[config.mk]
export PLATFORM = sky130hd
export DESIGN_NAME = uart_rx_deser
export DESIGN_NICKNAME = d
export VERILOG_FILES = /design/src/rtl/uart_rx_deser.sv
export SDC_FILE = /design/constraint.sdc
export NUM_CORES = 1
export LEC_CHECK = 0
export ABC_AREA = 1
export CAP_MARGIN = 20
export CORE_ASPECT_RATIO = 1.2
export CORE_MARGIN = 2
export CORE_UTILIZATION = 35
export CTS_CLUSTER_DIAMETER = 80
export CTS_CLUSTER_SIZE = 12
export DETAILED_ROUTE_END_ITERATION = 8
export GPL_ROUTABILITY_DRIVEN = 0
export PLACE_DENSITY = 0.62
export SLEW_MARGIN = 20
export SYNTH_ARGS = -nofsm -noshare
export SYNTH_HDL_FRONTEND = slang
export SYNTH_SLANG_ARGS = --single-unit
[constraint.sdc]
create_clock -name clk -period 3.39 [get_ports clk]
set_clock_uncertainty 0.1 [all_clocks]
set_input_delay 0.678 -clock clk [delete_from_list [all_inputs] [get_ports clk]]
set_output_delay 0.678 -clock clk [all_outputs]
set_load 0.01 [all_outputs]
[src/rtl/uart_rx_deser.sv]
// -----------------------------------------------------------------------------
// uart_rx_deser
// UART receive deserializer. Oversamples an asynchronous serial line with a
// free-running clk, locates each frame by its start-bit falling edge, samples
// every bit at its middle and presents the received word with a one-cycle
// valid pulse. A low stop bit reports a frame error and parks the receiver in
// BREAK until the line returns high.
//
// Optional feature (macro UART_RX_PARITY_EN): one even-parity bit follows the
// data bits; a mismatch pulses parity_err_o instead of valid_o. With the macro
// undefined the frame is start + DATA_BITS + stop and parity_err_o is absent.
//
// Parameters
//   CLKS_PER_BIT  clk cycles per bit period (>= 4)
//   DATA_BITS     data bits per frame (5..8)
// Ports
//   clk           clock, rising edge
//   arstn         asynchronous active-low reset
//   rx            serial line, asynchronous, idle high
//   data_o        last correctly received word, LSB = first bit on the line
//   valid_o       one-cycle pulse when data_o updates
//   frame_err_o   one-cycle pulse when the stop bit is sampled low
//   parity_err_o  one-cycle pulse on parity mismatch (UART_RX_PARITY_EN only)
// -----------------------------------------------------------------------------
module uart_rx_deser #(
  parameter int CLKS_PER_BIT = 434,
  parameter int DATA_BITS    = 8
) (
  input  logic                 clk,
  input  logic                 arstn,
  input  logic                 rx,
  output logic [DATA_BITS-1:0] data_o,
  output logic                 valid_o,
  output logic                 frame_err_o
`ifdef UART_RX_PARITY_EN
  ,
  output logic                 parity_err_o
`endif
);

  localparam int BAUD_W = $clog2(CLKS_PER_BIT);
  localparam int BIT_W  = $clog2(DATA_BITS);

  // First sample lands mid start bit; every later one is a full period on.
  localparam logic [BAUD_W-1:0] HALF_LOAD = BAUD_W'(CLKS_PER_BIT / 2 - 1);
  localparam logic [BAUD_W-1:0] FULL_LOAD = BAUD_W'(CLKS_PER_BIT - 1);
  localparam logic [BIT_W-1:0]  LAST_BIT  = BIT_W'(DATA_BITS - 1);

  typedef enum logic [2:0] {
    IDLE   = 3'd0,
    START  = 3'd1,
    DATA   = 3'd2,
`ifdef UART_RX_PARITY_EN
    PARITY = 3'd3,
`endif
    STOP   = 3'd4,
    BREAK  = 3'd5
  } state_e;

`ifdef UART_RX_PARITY_EN
  // Even parity: the expected parity bit makes the total count of ones even.
  function automatic logic even_parity(input logic [DATA_BITS-1:0] word);
    return ^word;
  endfunction
`endif

  state_e                state_q;
  logic [BAUD_W-1:0]     baud_q;
  logic [BIT_W-1:0]      bit_q;
  logic [DATA_BITS-1:0]  shift_q;
  logic [DATA_BITS-1:0]  data_q;
  logic                  valid_q;
  logic                  ferr_q;
`ifdef UART_RX_PARITY_EN
  logic                  perr_q;
  logic                  par_bad_q;
`endif

  logic rx_meta_q;
  logic rxs_q;
  logic rxs_prev_q;
  logic fall_s;
  logic expire_s;

  // Two-flop synchronizer plus one history flop for falling-edge detection.
  // The history flop runs in every state, so an edge arriving right as the
  // FSM re-enters IDLE is still seen as a 1->0 transition.
  always_ff @(posedge clk or negedge arstn) begin
    if (!arstn) begin
      rx_meta_q  <= 1'b1;
      rxs_q      <= 1'b1;
      rxs_prev_q <= 1'b1;
    end else begin
      rx_meta_q  <= rx;
      rxs_q      <= rx_meta_q;
      rxs_prev_q <= rxs_q;
    end
  end

  assign fall_s   = rxs_prev_q & ~rxs_q;
  assign expire_s = (baud_q == '0);

  // Frame FSM with baud/bit counters and registered result pulses.
  always_ff @(posedge clk or negedge arstn) begin
    if (!arstn) begin
      state_q   <= IDLE;
      baud_q    <= '0;
      bit_q     <= '0;
      shift_q   <= '0;
      data_q    <= '0;
      valid_q   <= 1'b0;
      ferr_q    <= 1'b0;
`ifdef UART_RX_PARITY_EN
      perr_q    <= 1'b0;
      par_bad_q <= 1'b0;
`endif
    end else begin
      valid_q <= 1'b0;
      ferr_q  <= 1'b0;
`ifdef UART_RX_PARITY_EN
      perr_q  <= 1'b0;
`endif
      if (!expire_s) begin
        baud_q <= baud_q - BAUD_W'(1);
      end

      case (state_q)
        IDLE: begin
          if (fall_s) begin
            state_q <= START;
            baud_q  <= HALF_LOAD;
          end
        end
        START: begin
          if (expire_s) begin
            if (rxs_q) begin
              // Glitch shorter than half a bit: drop it silently.
              state_q <= IDLE;
              baud_q  <= '0;
            end else begin
              state_q <= DATA;
              bit_q   <= '0;
              baud_q  <= FULL_LOAD;
            end
          end
        end
        DATA: begin
          if (expire_s) begin
            // LSB arrives first, so shifting in at the MSB leaves it at bit 0.
            shift_q <= {rxs_q, shift_q[DATA_BITS-1:1]};
            baud_q  <= FULL_LOAD;
            if (bit_q == LAST_BIT) begin
`ifdef UART_RX_PARITY_EN
              state_q <= PARITY;
`else
              state_q <= STOP;
`endif
            end else begin
              bit_q <= bit_q + BIT_W'(1);
            end
          end
        end
`ifdef UART_RX_PARITY_EN
        PARITY: begin
          if (expire_s) begin
            // Result is held until the stop bit so a frame error can win.
            par_bad_q <= rxs_q ^ even_parity(shift_q);
            state_q   <= STOP;
            baud_q    <= FULL_LOAD;
          end
        end
`endif
        STOP: begin
          if (expire_s) begin
            baud_q <= '0;
            if (rxs_q) begin
              state_q <= IDLE;
`ifdef UART_RX_PARITY_EN
              if (par_bad_q) begin
                perr_q <= 1'b1;
              end else begin
                data_q  <= shift_q;
                valid_q <= 1'b1;
              end
`else
              data_q  <= shift_q;
              valid_q <= 1'b1;
`endif
            end else begin
              ferr_q  <= 1'b1;
              state_q <= BREAK;
            end
          end
        end
        BREAK: begin
          // Only a return to idle-high re-arms the receiver.
          if (rxs_q) begin
            state_q <= IDLE;
            baud_q  <= '0;
          end
        end
        default: begin
          state_q <= IDLE;
          baud_q  <= '0;
        end
      endcase
    end
  end

  assign data_o      = data_q;
  assign valid_o     = valid_q;
  assign frame_err_o = ferr_q;
`ifdef UART_RX_PARITY_EN
  assign parity_err_o = perr_q;
`endif

endmodule
==> impl_metrics.py, run 1 <==
metrics = {
    "outcome": {
        "status": "finished clean",
    },
    "finish": {
        "diodes": 0,
        "layout_commonest_cell": "nand2_1",
        "drive_above_1_share": 0.169,
        "num-fill-cells": 541,
        "final_cell_mix": "65 x nand2_1, 34 x inv_1, 33 x dfrtp_1",
        "syn2layout_area_growth_pct": 14.2,
        "nets": 269,
    },
    "synth": {
        "synth_area_leaders": "dfrtp_1 42%, nand2_1 12%, inv_1 6.5%",
        "synth_edf_count": 0,
        "netlist_area_sq_um": 1980,
        "async_flop_share": 1.00,
        "yosysSeqAreaShare": 0.458,
        "synth_warnings": 0,
        "ys.flop_type": "dfrtp_1",
        "yosysUniqueCellTypes": 30,
        "synth_seq_cells": 36,
        "synthesis.nets": 252,
        "synth_top_cell_by_area": "dfrtp_1",
        "synth_cells": 243,
        "synth_top_cell_area_share": 0.418,
        "synth.avg_cell_area_sq_um": 8.13,
    },
    "sta": {
        "setup_slack_ns": 1.42,
        "finalMaxSlewViolations": 0,
        "hold_viol_final": 0,
        "relSlewSlack": 0.465,
        "rsz0062_at_grt": "false",
        "worstMarginPinSlew_ns": 0.803,
        "min_period_ns": 1.97,
        "max_freq_mhz": 508,
        "setup_violations": 0,
        "fin_crit_sh": 0.581,
        "tns_ns": 0,
    },
    "critical_path": {
        "worstPathRequired_ns": 2.61,
        "end_kind": "output pin",
        "crit_slowest_cell": "clkdlybuf4s50_1",
        "crit_path_start_kind": "register",
        "cp_max_fo": 2,
        "arrival_ns": 1.19,
        "worst-path-buf-inv": 1,
        "critical_path.top_delay_family": "buffers and inverters",
        "path_cells": "clkdlybuf4s50_1",
        "crit_path_max_incr_delay_ns": 0.54,
        "crit_type": "register to output pin",
    },
    "clock_network": {
        "clock_latency_ns": 0.29,
        "post_cts_resized": 0,
        "htreeDepth": 2,
        "clock_sinks": 36,
        "cts_buffers": 5,
        "holdBufCountCts": 0,
        "cts_setup_buffers": 0,
        "root_buffer": "clkbuf_8",
        "cts_tree": "yes",
        "cts.clk_slew.worst_paths_ns": 0.08,
        "clk_path_buf_depth": 2,
    },
    "floorplanning": {
        "dieWidth_um": 72.6,
        "num_io_pins": 13,
        "die_h_um": 86.3,
        "rows": 29,
        "dieArea_sq_um": 6260,
        "start_util": 0.368,
        "core_sq_um": 5370,
    },
    "route": {
        "drc": 0,
        "vias_per_cell": 4.76,
        "first_pass_iters": 4,
        "drt-initial-drc-count": 50,
        "drt-total-wl_um": 3700,
        "ant_nets": 0,
        "wl_per_cell_um": 11.5,
        "vias": 1539,
    },
    "placed_design": {
        "pre_cts_ws_ns": 1.48,
        "portBuffers": 12,
        "dpl.hpwl_um": 2800,
    },
    "global_routing": {
        "grt_pass1_vias": 1487,
        "gr-total-overflow": 0,
        "grt.total_usage": 0.136,
        "antenna_found_initial": 0,
        "grt_pass1_wl_um": 6610,
        "grt_max_degree": 37,
    },
    "power": {
        "power.density_nw_per_um2": 861,
        "peakVddDrop_uv": 305,
        "leakage_nw": 1.23,
    },
    "worst_hold_path": {
        "hp-class": "register to register",
    },
    "flow_run": {
        "cap_viol_max_count": 0,
    },
}
registers in the layout (all words and copies together) (netlist names):
| signal | cells |
|---|---|
| baud_q | 9 |
| data_o | 8 |
| shift_q | 8 |
| bit_q | 3 |
| state_q | 3 |
| frame_err_o | 1 |
| rx_meta_q | 1 |
| rxs_prev_q | 1 |
| rxs_q | 1 |
| valid_o | 1 |
synth_stat cells (2+ instances only):
cell type  number
nand2_1        65
inv_1          34
dfrtp_1        33
nor2_1         21
o21ai_1        15
nand3_1        13
inv_2          10
o21ai_0         7
ha_1            6
nand4_1         5
nor2_4          4
dfstp_2         3
nand2_2         3
o21ai_2         3
a21oi_2         2
buf_6           2
nand2_4         2
nand3_2         2
xor2_1          2
power by group:
group / switching [mW] / internal, mW / leakage [nW]
Sequential: 0.0934 / 0.546 / 0.476
Clock: 0.157 / 0.218 / 0.0541
Combinational: 0.574 / 0.355 / 0.696
logic make-up after synthesis:
kind of cell             after synthesis  share of synthesized area
flip-flops                            36                      0.458
buffers and inverters                 47                     0.0982
XOR/XNOR                               2                    0.00887
AO/OA/AOI/OAI                         32                     0.0963
adder cells (fa/ha/maj)                6                     0.0380
AND/OR/NAND/NOR                      120                      0.301
metal layers:
layer	vias up	GRT usage	wire length (um)
met4	0	0.0657	79
met3	6	0.0256	95
li1	805	-	-
met2	26	0.221	1820
met5	-	0	0
met1	702	0.174	1710
path summary, 6_finish.rpt:
| check | start | depth (start not counted) | to | slack (ns) |
|---|---|---|---|---|
| worst max register to register | baud_q[0]$_DFF_PN0_ | 10 | baud_q[0]$_DFF_PN0_ | 1.47 |
| worst min-delay path | rx_meta_q$_DFF_PN1_ | 0 | rxs_q$_DFF_PN1_ | 0.26 |
| worst max-delay path | data_o[7]$_DFFE_PN0P_ | 1 | data_o[7] | 1.42 |
| max in group asynchronous | arstn | 1 | data_o[2]$_DFFE_PN0P_ | 2.31 |
| min in group asynchronous | arstn | 1 | valid_o$_DFF_PN0_ | 0.37 |
| worst min register to register | rx_meta_q$_DFF_PN1_ | 0 | rxs_q$_DFF_PN1_ | 0.26 |
final cells by class:
type                       instances  area [sq um]  area share
sequential                        36           905       0.401
multi-input combinational        160           877       0.389
clock inverter                     3          42.5      0.0188
timing repair buffer              12           115      0.0510
tap                               62          77.6      0.0344
inverter                          45           171      0.0759
clock buffer                       5          68.8      0.0305
per-stage QoR:
step | hold slack [ns] | total power [mW] | util | instance area (sq um) | instances
detailed placement | 0.248 | 1.58 | 0.400 | 2150 | 315
CTS | 0.260 | 1.96 | 0.420 | 2260 | 323
global route | 0.267 | 2.12 | 0.420 | 2260 | 323
floorplan | 0.245 | 1.35 | - | 1980 | 243
global placement | 0.247 | 1.57 | 0.400 | 2150 | 315
finish | 0.261 | 1.94 | 0.420 | 2260 | 323
(Power assumes the default switching activity.)
==> run 2: changes to the inputs <==
- clock period: 3.39 -> 1.87 ns (I/O delays scaled with it)
==> run 2 against run 1 <==
Utilization up 1.0 points. Combinational power rose by 95%. Setup slack worse by 1.3 ns. Final cell count is 2.2% higher. First-iteration DRC count rose by 64%. Clock-buffer cell count increased by 1. Final area rose by 2.4%. Via count rose by 1.9%. Wire length rose by 3.7%. Critical path depth rose by 9. Global-route usage decreased by 0.11 points. Die area stayed put. Critical path type is now register to register. Critical endpoint is now baud_q[0]$_DFF_PN0_. Largest power group unchanged.
==> impl_metrics.py, run 2 (synthesis gave the netlist of run 1 again) <==
metrics = {
    "clock_network": {
        "htreeDepth": 2,
        "cts.clk_slew.worst_paths_ns": 0.07,
        "clock_latency_ns": 0.28,
        "cts_tree": "yes",
        "clk_path_buf_depth": 2,
        "root_buffer": "clkbuf_8",
        "holdBufCountCts": 0,
        "clock_sinks": 36,
        "cts_buffers": 5,
    },
    "route": {
        "ant_nets": 0,
        "drt-total-wl_um": 3840,
        "vias": 1568,
        "first_pass_iters": 4,
        "drt-initial-drc-count": 82,
        "drc": 0,
        "vias_per_cell": 4.75,
        "wl_per_cell_um": 11.6,
    },
    "power": {
        "peakVddDrop_uv": 621,
        "power.density_nw_per_um2": 1570,
        "intPower_mw": 2.09,
        "pwr-share-clk": 0.182,
        "p_seq_frac": 0.319,
        "pwr-share-comb": 0.499,
        "sw_frac_of_total": 0.424,
        "total_switching_power_mw": 1.54,
        "leakage_nw": 1.27,
    },
    "flow_run": {
        "cap_viol_max_count": 0,
    },
    "finish": {
        "largest_register_ffs": 9,
        "nets": 276,
        "drive_above_1_share": 0.194,
        "final_cell_mix": "65 x nand2_1, 33 x inv_1, 33 x dfrtp_1",
        "diodes": 0,
        "syn2layout_area_growth_pct": 17.0,
        "layout_commonest_cell": "nand2_1",
        "top_register": "baud_q",
        "final_util": 0.431,
        "num-fill-cells": 542,
    },
    "critical_path": {
        "arrival_ns": 1.84,
        "cp_max_fo": 7,
        "worstPathRequired_ns": 1.94,
        "ff2ff_setup_slack_ns": 0.10,
        "crit_type": "register to register",
        "crit_path_start_kind": "register",
        "reg2reg_depth": 10,
        "end_kind": "register",
    },
    "global_routing": {
        "grt_max_degree": 37,
        "grt_pass1_wl_um": 6590,
        "grt.total_usage": 0.135,
        "grt_pass1_vias": 1380,
        "antenna_found_initial": 0,
        "gr-total-overflow": 0,
    },
    "floorplanning": {
        "start_util": 0.368,
        "num_io_pins": 13,
        "die_h_um": 86.3,
        "dieArea_sq_um": 6260,
        "core_sq_um": 5370,
        "rows": 29,
        "dieWidth_um": 72.6,
    },
    "sta": {
        "hold_viol_final": 0,
        "min_period_ns": 1.77,
        "holdWs_ns": 0.0140,
        "finalMaxSlewViolations": 0,
        "tns_ns": 0,
        "rsz0062_at_grt": "false",
        "setup_violations": 0,
        "fin_crit_sh": 0.946,
        "relSlewSlack": 0.698,
        "worstMarginPinSlew_ns": 0.452,
        "max_freq_mhz": 565,
    },
    "placed_design": {
        "portBuffers": 12,
        "dpl.hpwl_um": 2800,
    },
    "outcome": {
        "status": "finished clean",
    },
    "worst_hold_path": {
        "hp-class": "primary input to async pin",
    },
}
run 2: metrics by stage:
step / cell area (sq um) / power, mW / setup slack, ns / cells
floorplan: 1980 / 2.44 / 0.00396 / 243
global placement: 2160 / 2.87 / 0.138 / 317
detailed placement: 2160 / 2.89 / 0.0602 / 317
CTS: 2270 / 3.57 / 0.0510 / 325
global route: 2310 / 3.94 / 0.00909 / 330
finish: 2310 / 3.62 / 0.101 / 330
run 2: metal layers:
metal  global-route usage  up-vias  part of all wire
met5                    0        -                 0
met4               0.0589        0             0.019
met3               0.0314        6             0.034
met2                0.209       24              0.49
met1                0.181      728              0.46
li1                     -      810                 -
run 2: worst max-delay path, stage by stage, from the launching register on:
cell,delay (ns)
dfrtp_1,0.41
inv_2,0.07
ha_2,0.17
nand2_1,0.09
nor2_4,0.17
nand2_8,0.11
ha_1,0.19
nand2_1,0.06
o21ai_0,0.10
nor2_1,0.12
o21ai_0,0.08
run 2: area by class of cell:
class | instances | area, sq um | share of cell area
clock buffer | 6 | 72.6 | 0.0314
clock inverter | 2 | 35.0 | 0.0152
inverter | 45 | 171 | 0.0741
multi-input combinational | 161 | 891 | 0.385
sequential | 36 | 905 | 0.391
tap | 62 | 77.6 | 0.0335
timing repair buffer | 18 | 160 | 0.0693
run 2: what timing repair did:
action | 4_1_cts | 5_1_grt
resized for setup | 0 | 2
setup buffers | 0 | 4
setup endpoints to repair | 0 | 2
run 2: path summary, 6_finish.rpt:
kind	endpoint	startpoint
max	baud_q[0]$_DFF_PN0_	baud_q[1]$_DFF_PN0_
min	valid_o$_DFF_PN0_	arstn
max reg2reg	baud_q[0]$_DFF_PN0_	baud_q[1]$_DFF_PN0_
min reg2reg	rxs_q$_DFF_PN1_	rx_meta_q$_DFF_PN1_
max in group asynchronous	rxs_q$_DFF_PN1_	arstn
min in group clk	rxs_q$_DFF_PN1_	rx_meta_q$_DFF_PN1_
run 2: power by group through the flow:
stage	registers, mW	logic, mW	clock network (mW)
final	1.16	1.81	0.660
after global routing	1.19	2.03	0.718
after CTS	1.16	1.73	0.686
after detailed placement	1.17	1.72	0
after global placement	1.17	1.71	0
after floorplan	1.18	1.26	0
